### src/rtl/one_wire_pkg.sv
// Shared 1-Wire definitions: default standard-speed timings, command codes, FSM states.
package one_wire_pkg;

    // Default timing (µs) and clock rate (cycles per µs)
    localparam int OW_CLK_MHZ = 10;
    localparam int OW_T_RSTL  = 480;
    localparam int OW_T_RSTH  = 480;
    localparam int OW_T_PDH   = 15;
    localparam int OW_T_PDL   = 60;
    localparam int OW_T_SLOT  = 60;
    localparam int OW_T_REC   = 1;
    localparam int OW_T_W1L   = 6;
    localparam int OW_T_W0L   = 60;

    // Command select values on cmd_rst
    localparam logic OW_CMD_RST = 1'b1;
    localparam logic OW_CMD_WR  = 1'b0;

    typedef enum logic [2:0] {
        ST_IDLE    = 3'd0,
        ST_RST_LOW = 3'd1,
        ST_RST_REL = 3'd2,
        ST_WR_LOW  = 3'd3,
        ST_WR_REL  = 3'd4,
        ST_WR_REC  = 3'd5,
        ST_DONE    = 3'd6
    } ow_state_t;

    function automatic int ow_max(input int a, input int b);
        return (a > b) ? a : b;
    endfunction

endpackage

### src/rtl/one_wire_phase_timer.sv
// Phase timer: load a cycle count, count down to zero, flag expiry while at zero.
// A phase of N cycles is obtained by loading N-1.
module one_wire_phase_timer
    import one_wire_pkg::*;
#(
    parameter int unsigned W = 13
) (
    input  logic         i_clk,
    input  logic         i_rst_n,
    input  logic         i_load,
    input  logic [W-1:0] i_load_val,
    output logic [W-1:0] o_count,
    output logic         o_expire
);

    logic [W-1:0] r_count;

    // Load takes priority; otherwise count down and hold at zero
    always_ff @(posedge i_clk or negedge i_rst_n) begin
        if (!i_rst_n) begin
            r_count <= '0;
        end else if (i_load) begin
            r_count <= i_load_val;
        end else if (r_count != '0) begin
            r_count <= r_count - W'(1);
        end
    end

    assign o_count  = r_count;
    assign o_expire = (r_count == '0);

endmodule

### src/rtl/one_wire_tx.sv
// 1-Wire bus master transmit engine (standard speed): reset/presence and byte write.
// Drives the open-drain pad through ow_drive_low; read slots live in the RX path.
module one_wire_tx
    import one_wire_pkg::*;
#(
    parameter int CLK_MHZ = OW_CLK_MHZ,
    parameter int T_RSTL  = OW_T_RSTL,
    parameter int T_RSTH  = OW_T_RSTH,
    parameter int T_PDH   = OW_T_PDH,
    parameter int T_PDL   = OW_T_PDL,
    parameter int T_SLOT  = OW_T_SLOT,
    parameter int T_REC   = OW_T_REC,
    parameter int T_W1L   = OW_T_W1L,
    parameter int T_W0L   = OW_T_W0L
) (
    input  logic       clk,
    input  logic       rst_n,
    input  logic       cmd_valid,
    output logic       cmd_ready,
    input  logic       cmd_rst,
    input  logic [7:0] cmd_data,
    input  logic       ow_in,
    output logic       ow_drive_low,
    output logic       done,
    output logic       presence,
    output logic       busy
);

    // Phase lengths in clock cycles
    localparam int RSTL_CYC  = T_RSTL * CLK_MHZ;
    localparam int RSTH_CYC  = T_RSTH * CLK_MHZ;
    localparam int PRES_CYC  = (T_PDH + T_PDL) * CLK_MHZ;
    localparam int W1L_CYC   = T_W1L * CLK_MHZ;
    localparam int W0L_CYC   = T_W0L * CLK_MHZ;
    localparam int W1REL_CYC = (T_SLOT - T_W1L) * CLK_MHZ;
    localparam int W0REL_CYC = (T_SLOT - T_W0L) * CLK_MHZ;
    localparam int REC_CYC   = T_REC * CLK_MHZ;

    localparam bit W1_HAS_REL = (W1REL_CYC > 0);
    localparam bit W0_HAS_REL = (W0REL_CYC > 0);

    localparam int MAX_CYC = ow_max(ow_max(RSTL_CYC, RSTH_CYC),
                                    ow_max(ow_max(W1L_CYC, W0L_CYC),
                                           ow_max(ow_max(W1REL_CYC, W0REL_CYC), REC_CYC)));
    localparam int CNT_W   = $clog2(MAX_CYC + 1);

    localparam logic [CNT_W-1:0] LD_RSTL  = CNT_W'(RSTL_CYC - 1);
    localparam logic [CNT_W-1:0] LD_RSTH  = CNT_W'(RSTH_CYC - 1);
    localparam logic [CNT_W-1:0] LD_W1L   = CNT_W'(W1L_CYC - 1);
    localparam logic [CNT_W-1:0] LD_W0L   = CNT_W'(W0L_CYC - 1);
    localparam logic [CNT_W-1:0] LD_W1REL = CNT_W'(W1_HAS_REL ? W1REL_CYC - 1 : 0);
    localparam logic [CNT_W-1:0] LD_W0REL = CNT_W'(W0_HAS_REL ? W0REL_CYC - 1 : 0);
    localparam logic [CNT_W-1:0] LD_REC   = CNT_W'(REC_CYC - 1);
    // Counter value in RST_REL at release cycle PRES_CYC (cycle 0 = first released cycle)
    localparam logic [CNT_W-1:0] SAMPLE_CNT = CNT_W'(RSTH_CYC - 1 - PRES_CYC);

    ow_state_t        r_state;
    ow_state_t        w_state_next;
    logic [7:0]       r_shift;
    logic [2:0]       r_bit_idx;
    logic             r_drive;
    logic             r_presence;
    logic             r_sync_meta;
    logic             r_ow_in_s;

    logic             w_load;
    logic [CNT_W-1:0] w_load_val;
    logic [CNT_W-1:0] w_count;
    logic             w_expire;
    logic             w_accept;
    logic             w_shift;
    logic             w_sample;

    one_wire_phase_timer #(
        .W (CNT_W)
    ) u_timer (
        .i_clk      (clk),
        .i_rst_n    (rst_n),
        .i_load     (w_load),
        .i_load_val (w_load_val),
        .o_count    (w_count),
        .o_expire   (w_expire)
    );

    // Two-flop synchroniser for the raw bus level (idle bus reads high)
    always_ff @(posedge clk or negedge rst_n) begin
        if (!rst_n) begin
            r_sync_meta <= 1'b1;
            r_ow_in_s   <= 1'b1;
        end else begin
            r_sync_meta <= ow_in;
            r_ow_in_s   <= r_sync_meta;
        end
    end

    // FSM state register
    always_ff @(posedge clk or negedge rst_n) begin
        if (!rst_n) begin
            r_state <= ST_IDLE;
        end else begin
            r_state <= w_state_next;
        end
    end

    // Next-state, phase-timer load and datapath strobes
    always_comb begin
        w_state_next = r_state;
        w_load       = 1'b0;
        w_load_val   = '0;
        w_accept     = 1'b0;
        w_shift      = 1'b0;
        w_sample     = 1'b0;
        unique case (r_state)
            ST_IDLE: begin
                if (cmd_valid) begin
                    w_accept = 1'b1;
                    w_load   = 1'b1;
                    case (cmd_rst)
                        OW_CMD_RST: begin
                            w_state_next = ST_RST_LOW;
                            w_load_val   = LD_RSTL;
                        end
                        OW_CMD_WR: begin
                            w_state_next = ST_WR_LOW;
                            w_load_val   = cmd_data[0] ? LD_W1L : LD_W0L;
                        end
                    endcase
                end
            end
            ST_RST_LOW: begin
                if (w_expire) begin
                    w_state_next = ST_RST_REL;
                    w_load       = 1'b1;
                    w_load_val   = LD_RSTH;
                end
            end
            ST_RST_REL: begin
                w_sample = (w_count == SAMPLE_CNT);
                if (w_expire) begin
                    w_state_next = ST_DONE;
                end
            end
            ST_WR_LOW: begin
                if (w_expire) begin
                    // A release phase of zero length is skipped straight into recovery
                    w_load = 1'b1;
                    if (r_shift[0] ? W1_HAS_REL : W0_HAS_REL) begin
                        w_state_next = ST_WR_REL;
                        w_load_val   = r_shift[0] ? LD_W1REL : LD_W0REL;
                    end else begin
                        w_state_next = ST_WR_REC;
                        w_load_val   = LD_REC;
                    end
                end
            end
            ST_WR_REL: begin
                if (w_expire) begin
                    w_state_next = ST_WR_REC;
                    w_load       = 1'b1;
                    w_load_val   = LD_REC;
                end
            end
            ST_WR_REC: begin
                if (w_expire) begin
                    if (r_bit_idx == 3'd7) begin
                        w_state_next = ST_DONE;
                    end else begin
                        // Next slot starts immediately; its bit is the one about to shift into [0]
                        w_state_next = ST_WR_LOW;
                        w_shift      = 1'b1;
                        w_load       = 1'b1;
                        w_load_val   = r_shift[1] ? LD_W1L : LD_W0L;
                    end
                end
            end
            ST_DONE: begin
                w_state_next = ST_IDLE;
            end
            default: begin
                w_state_next = ST_IDLE;
            end
        endcase
    end

    // Byte shifter and bit index: captured at accept, advanced at each slot boundary
    always_ff @(posedge clk or negedge rst_n) begin
        if (!rst_n) begin
            r_shift   <= '0;
            r_bit_idx <= '0;
        end else if (w_accept) begin
            r_shift   <= cmd_data;
            r_bit_idx <= '0;
        end else if (w_shift) begin
            r_shift   <= {1'b0, r_shift[7:1]};
            r_bit_idx <= r_bit_idx + 3'd1;
        end
    end

    // Registered pad drive: low exactly while the next state is a low phase
    always_ff @(posedge clk or negedge rst_n) begin
        if (!rst_n) begin
            r_drive <= 1'b0;
        end else begin
            r_drive <= (w_state_next == ST_RST_LOW) || (w_state_next == ST_WR_LOW);
        end
    end

    // Presence flag: updated only at the sample point of the reset release window
    always_ff @(posedge clk or negedge rst_n) begin
        if (!rst_n) begin
            r_presence <= 1'b0;
        end else if (w_sample) begin
            r_presence <= ~r_ow_in_s;
        end
    end

    assign ow_drive_low = r_drive;
    assign presence     = r_presence;
    assign cmd_ready    = (r_state == ST_IDLE);
    assign busy         = (r_state != ST_IDLE);
    assign done         = (r_state == ST_DONE);

endmodule

### config.mk
export PLATFORM = sky130hd
export DESIGN_NAME = one_wire_tx
export DESIGN_NICKNAME = d
export VERILOG_FILES = /design/src/rtl/one_wire_pkg.sv /design/src/rtl/one_wire_phase_timer.sv /design/src/rtl/one_wire_tx.sv
export SDC_FILE = /design/constraint.sdc
export NUM_CORES = 1
export LEC_CHECK = 0
export CAP_MARGIN = 10
export CORE_MARGIN = 2
export CORE_UTILIZATION = 51
export DETAILED_ROUTE_END_ITERATION = 8
export PLACE_DENSITY = 0.75
export SLEW_MARGIN = 10
export SYNTH_ARGS = -nofsm -noshare
export SYNTH_HDL_FRONTEND = slang
export SYNTH_SLANG_ARGS = --single-unit
### constraint.sdc
create_clock -name clk -period 2.15 [get_ports clk]
set_input_delay 0.3225 -clock clk [delete_from_list [all_inputs] [get_ports clk]]
set_output_delay 0.3225 -clock clk [all_outputs]
set_load 0.01 [all_outputs]
==> qor.yml <==
grt:
  grt_overflow: 0
  grt_max_degree: 32
  grt_pass1_vias: 1768
  antenna_found_initial: 0
  track_usage: 0.2572
  grt_pass1_wl_um: 8114
drt:
  wirelength_um: 4621
  first_iter_violations: 115
  drc: 0
  vias: 1737
  routedWlPerCell_um: 16.21
  drtPass1Iterations: 4
  via_per_inst: 6.095
  ant_nets: 0
yosys:
  yosysTopAreaCellShare: 0.4028
  synthFlopType: "dfrtp_1"
  synth.area.top_cells: "dfrtp_1, a221o_1, nand2_1"
  synth_enable_flop_cells: 0
  synth_top_cell_by_area: "dfrtp_1"
  synth-seq-cells: 31
  yosysWarnings: 0
  synthCells: 189
  syn-num-nets: 206
  syn_avg_cell_area_um2: 9.533
  synthArstFlopShare: 1.000
  ys_types: 54
  synth-seq-area-share: 0.4319
  syn-cell-area_mm2: 0.001802
sta:
  report.final.slew_viol_count: 0
  finalCriticalPeriod_ps: 2048
  setup_viol: 0
  rsz0062_at_grt: "false"
  worstMarginPinSlew_ps: 476.8
  period_share: 0.9526
  clock_skew_ps: 12.57
  max_freq_mhz: 488.2
  slew_headroom: 0.6804
  worst_slack_ps: 101.8
  hold_viol: 0
  finalSetupTns_ps: 0
placed_design:
  gp_congestion: 0.9465
  dpl.hpwl_um: 3446
  place.port_buffers: 17
  place_area_mm2: 0.002215
  placement.setup.worst_slack_ps: -54.47
  placed_cells: 274
setup_path:
  critPathMaxStageDelay_ps: 650
  end_kind: "flop"
  reg2reg_from: "u_timer.o_count[10]"
  cp-start-kind: "flop"
  worstPathArrival_ps: 2250
  cpMaxStageDelayCell: "or4_1"
  critPathRequiredTime_ps: 2350
  cp-startpoint: "u_timer.o_count[10]"
  crit_path_max_fanout: 6
  crit_chain: "or4_1 -> nor4_4 -> buf_4 -> a21oi_2 -> a221o_1"
  criticalPathCategory: "reg -> reg"
die:
  coreArea_mm2: 0.003363
  rows: 21
  die_h_um: 63.44
  die_area_mm2: 0.004024
  start_util: 0.5357
  die_w_um: 63.44
  ioPinCount: 18
layout:
  layoutNonFillerInstCount: 285
  final_core_util: 0.6864
  fin_nets: 255
  multi_input_area_um2: 944.7
  design_area_mm2: 0.002308
  syn2layout_area_growth_pct: 28.12
  fill_cells: 300
  num_antenna_cells: 0
  drive_above_1_share: 0.2343
  final-seq-area_um2: 779.5
hold_path:
  worstHoldStart: "r_sync_meta"
  hp-class: "reg -> reg"
clock_tree:
  clock-sinks: 31
  cts_hold_buf: 0
  htree_levels: 2
  root_buffer: "clkbuf_4"
  path_clk_slew_ps: 90
  clkLatencyLatePin_ps: 320
  cts.path.max_buffers: 2
  cts_tree: "yes"
  cts_inserted_buffers: 5
power:
  p_leak_nw: 1.051
  ir_drop_v: 0.0002507
  power.density_mw_per_mm2: 552.8
run_status:
  status: "finished clean"
run:
  drv_cap: 0
[final cells by class]
type | count | area share
Timing Repair Buffer | 52 | 0.1875
Inverter | 9 | 0.01463
Clock buffer | 7 | 0.02385
Clock inverter | 1 | 0.002168
Tap cell | 46 | 0.02493
Multi-Input combinational cell | 139 | 0.4092
Sequential cell | 31 | 0.3377
[timing repair]
item,CTS,global route
setup buffers,2,1
pin swaps,1,2
endpoints found under the setup margin,11,11
resized for setup,2,2
[cell families after synthesis]
family | synth area share
adders and majority gates | 0.02778
xor gates and xnor gates | 0.01945
DFF | 0.4319
AOI/OAI and AO/OA | 0.2014
and+or+nand+nor | 0.2535
buffers and inverters | 0.04930
muxes | 0.01667
[where the power goes]
group / internal, W / total [W] / switching [W]
clock: 0.000158 / 0.000355 / 0.000196
sequential: 0.000632 / 0.000664 / 0.0000327
combinational: 0.000130 / 0.000257 / 0.000127
[registers in the layout, indices dropped and copies added, names as in the netlist]
name             flops
r_state              3
r_ow_in_s            1
u_timer.o_count     13
r_bit_idx            3
ow_drive_low         1
r_shift              8
presence             1
r_sync_meta          1
[metrics by stage]
| step | hold WS, ps | total power [W] |
|---|---|---|
| floorplan | 26.91 | 0.0008199 |
| CTS | 376.0 | 0.001285 |
| finish | 384.6 | 0.001276 |
| global placement | 346.3 | 0.0009175 |
| global route | 374.8 | 0.001338 |
| detailed placement | 359.6 | 0.0009283 |
[cells in the final DEF, fill, tap and decap left out, types with 2 or more instances in the layout]
cell             count
and3_1               7
a21o_1               3
a21oi_1              9
clkdlybuf4s50_1     17
inv_1                8
a211oi_1             2
ha_1                 4
dfstp_2              2
nand2_1             18
or3_1                4
a211o_1              2
nand4_1              6
o31ai_1              4
nor3_2               2
o21ai_0              6
nand3_1              3
xnor2_1              3
a221o_1              7
nor2_1               8
nor3_1               4
mux2i_1              3
clkbuf_4             5
nor4_1               2
nor2b_1              3
o21ai_1              9
buf_4               35
or4_1                4
dfrtp_1             28
[per-layer routing]
metal	wire, µm	up-vias	track usage
met5	0	-	0
met4	95	0	0.1087
met3	266	9	0.03571
met2	2203	69	0.4184
met1	2056	851	0.3438
li1	-	808	-
[worst max-delay path: cells and delay by family, from the launching register on]
kind	cells	cell delay [ps]
buffers and inverters	1	190
AND/OR/NAND/NOR	2	840
flip-flops	1	450
AO/OA/AOI/OAI	2	450
[worst paths after layout]
check / end / slack (ps) / cells after the start
max: u_timer.o_count[9] / 100 / 5
min: r_ow_in_s / 380 / 0
max reg2reg: u_timer.o_count[9] / 100 / 5
min reg2reg: r_ow_in_s / 380 / 0
max in group asynchronous: r_ow_in_s / 1430 / 2
min in group asynchronous: r_state[2] / 390 / 2
[synth_stat cells, types with 3 or more instances]
library cell  instances
nor3_1                4
xnor2_1               3
and3_1                7
clkbuf_1              5
nand3_1               3
o21ai_0               6
a21oi_1               9
inv_1                 8
o21ai_1               9
nor2b_1               3
ha_1                  4
mux2i_1               3
a21o_1                3
or4_1                 4
nand2_1              18
nor2_1                8
o31ai_1               4
nand4_1               6
dfrtp_1              29
or3_1                 4
a221o_1               7
Power figures use the tool's default switching activity.
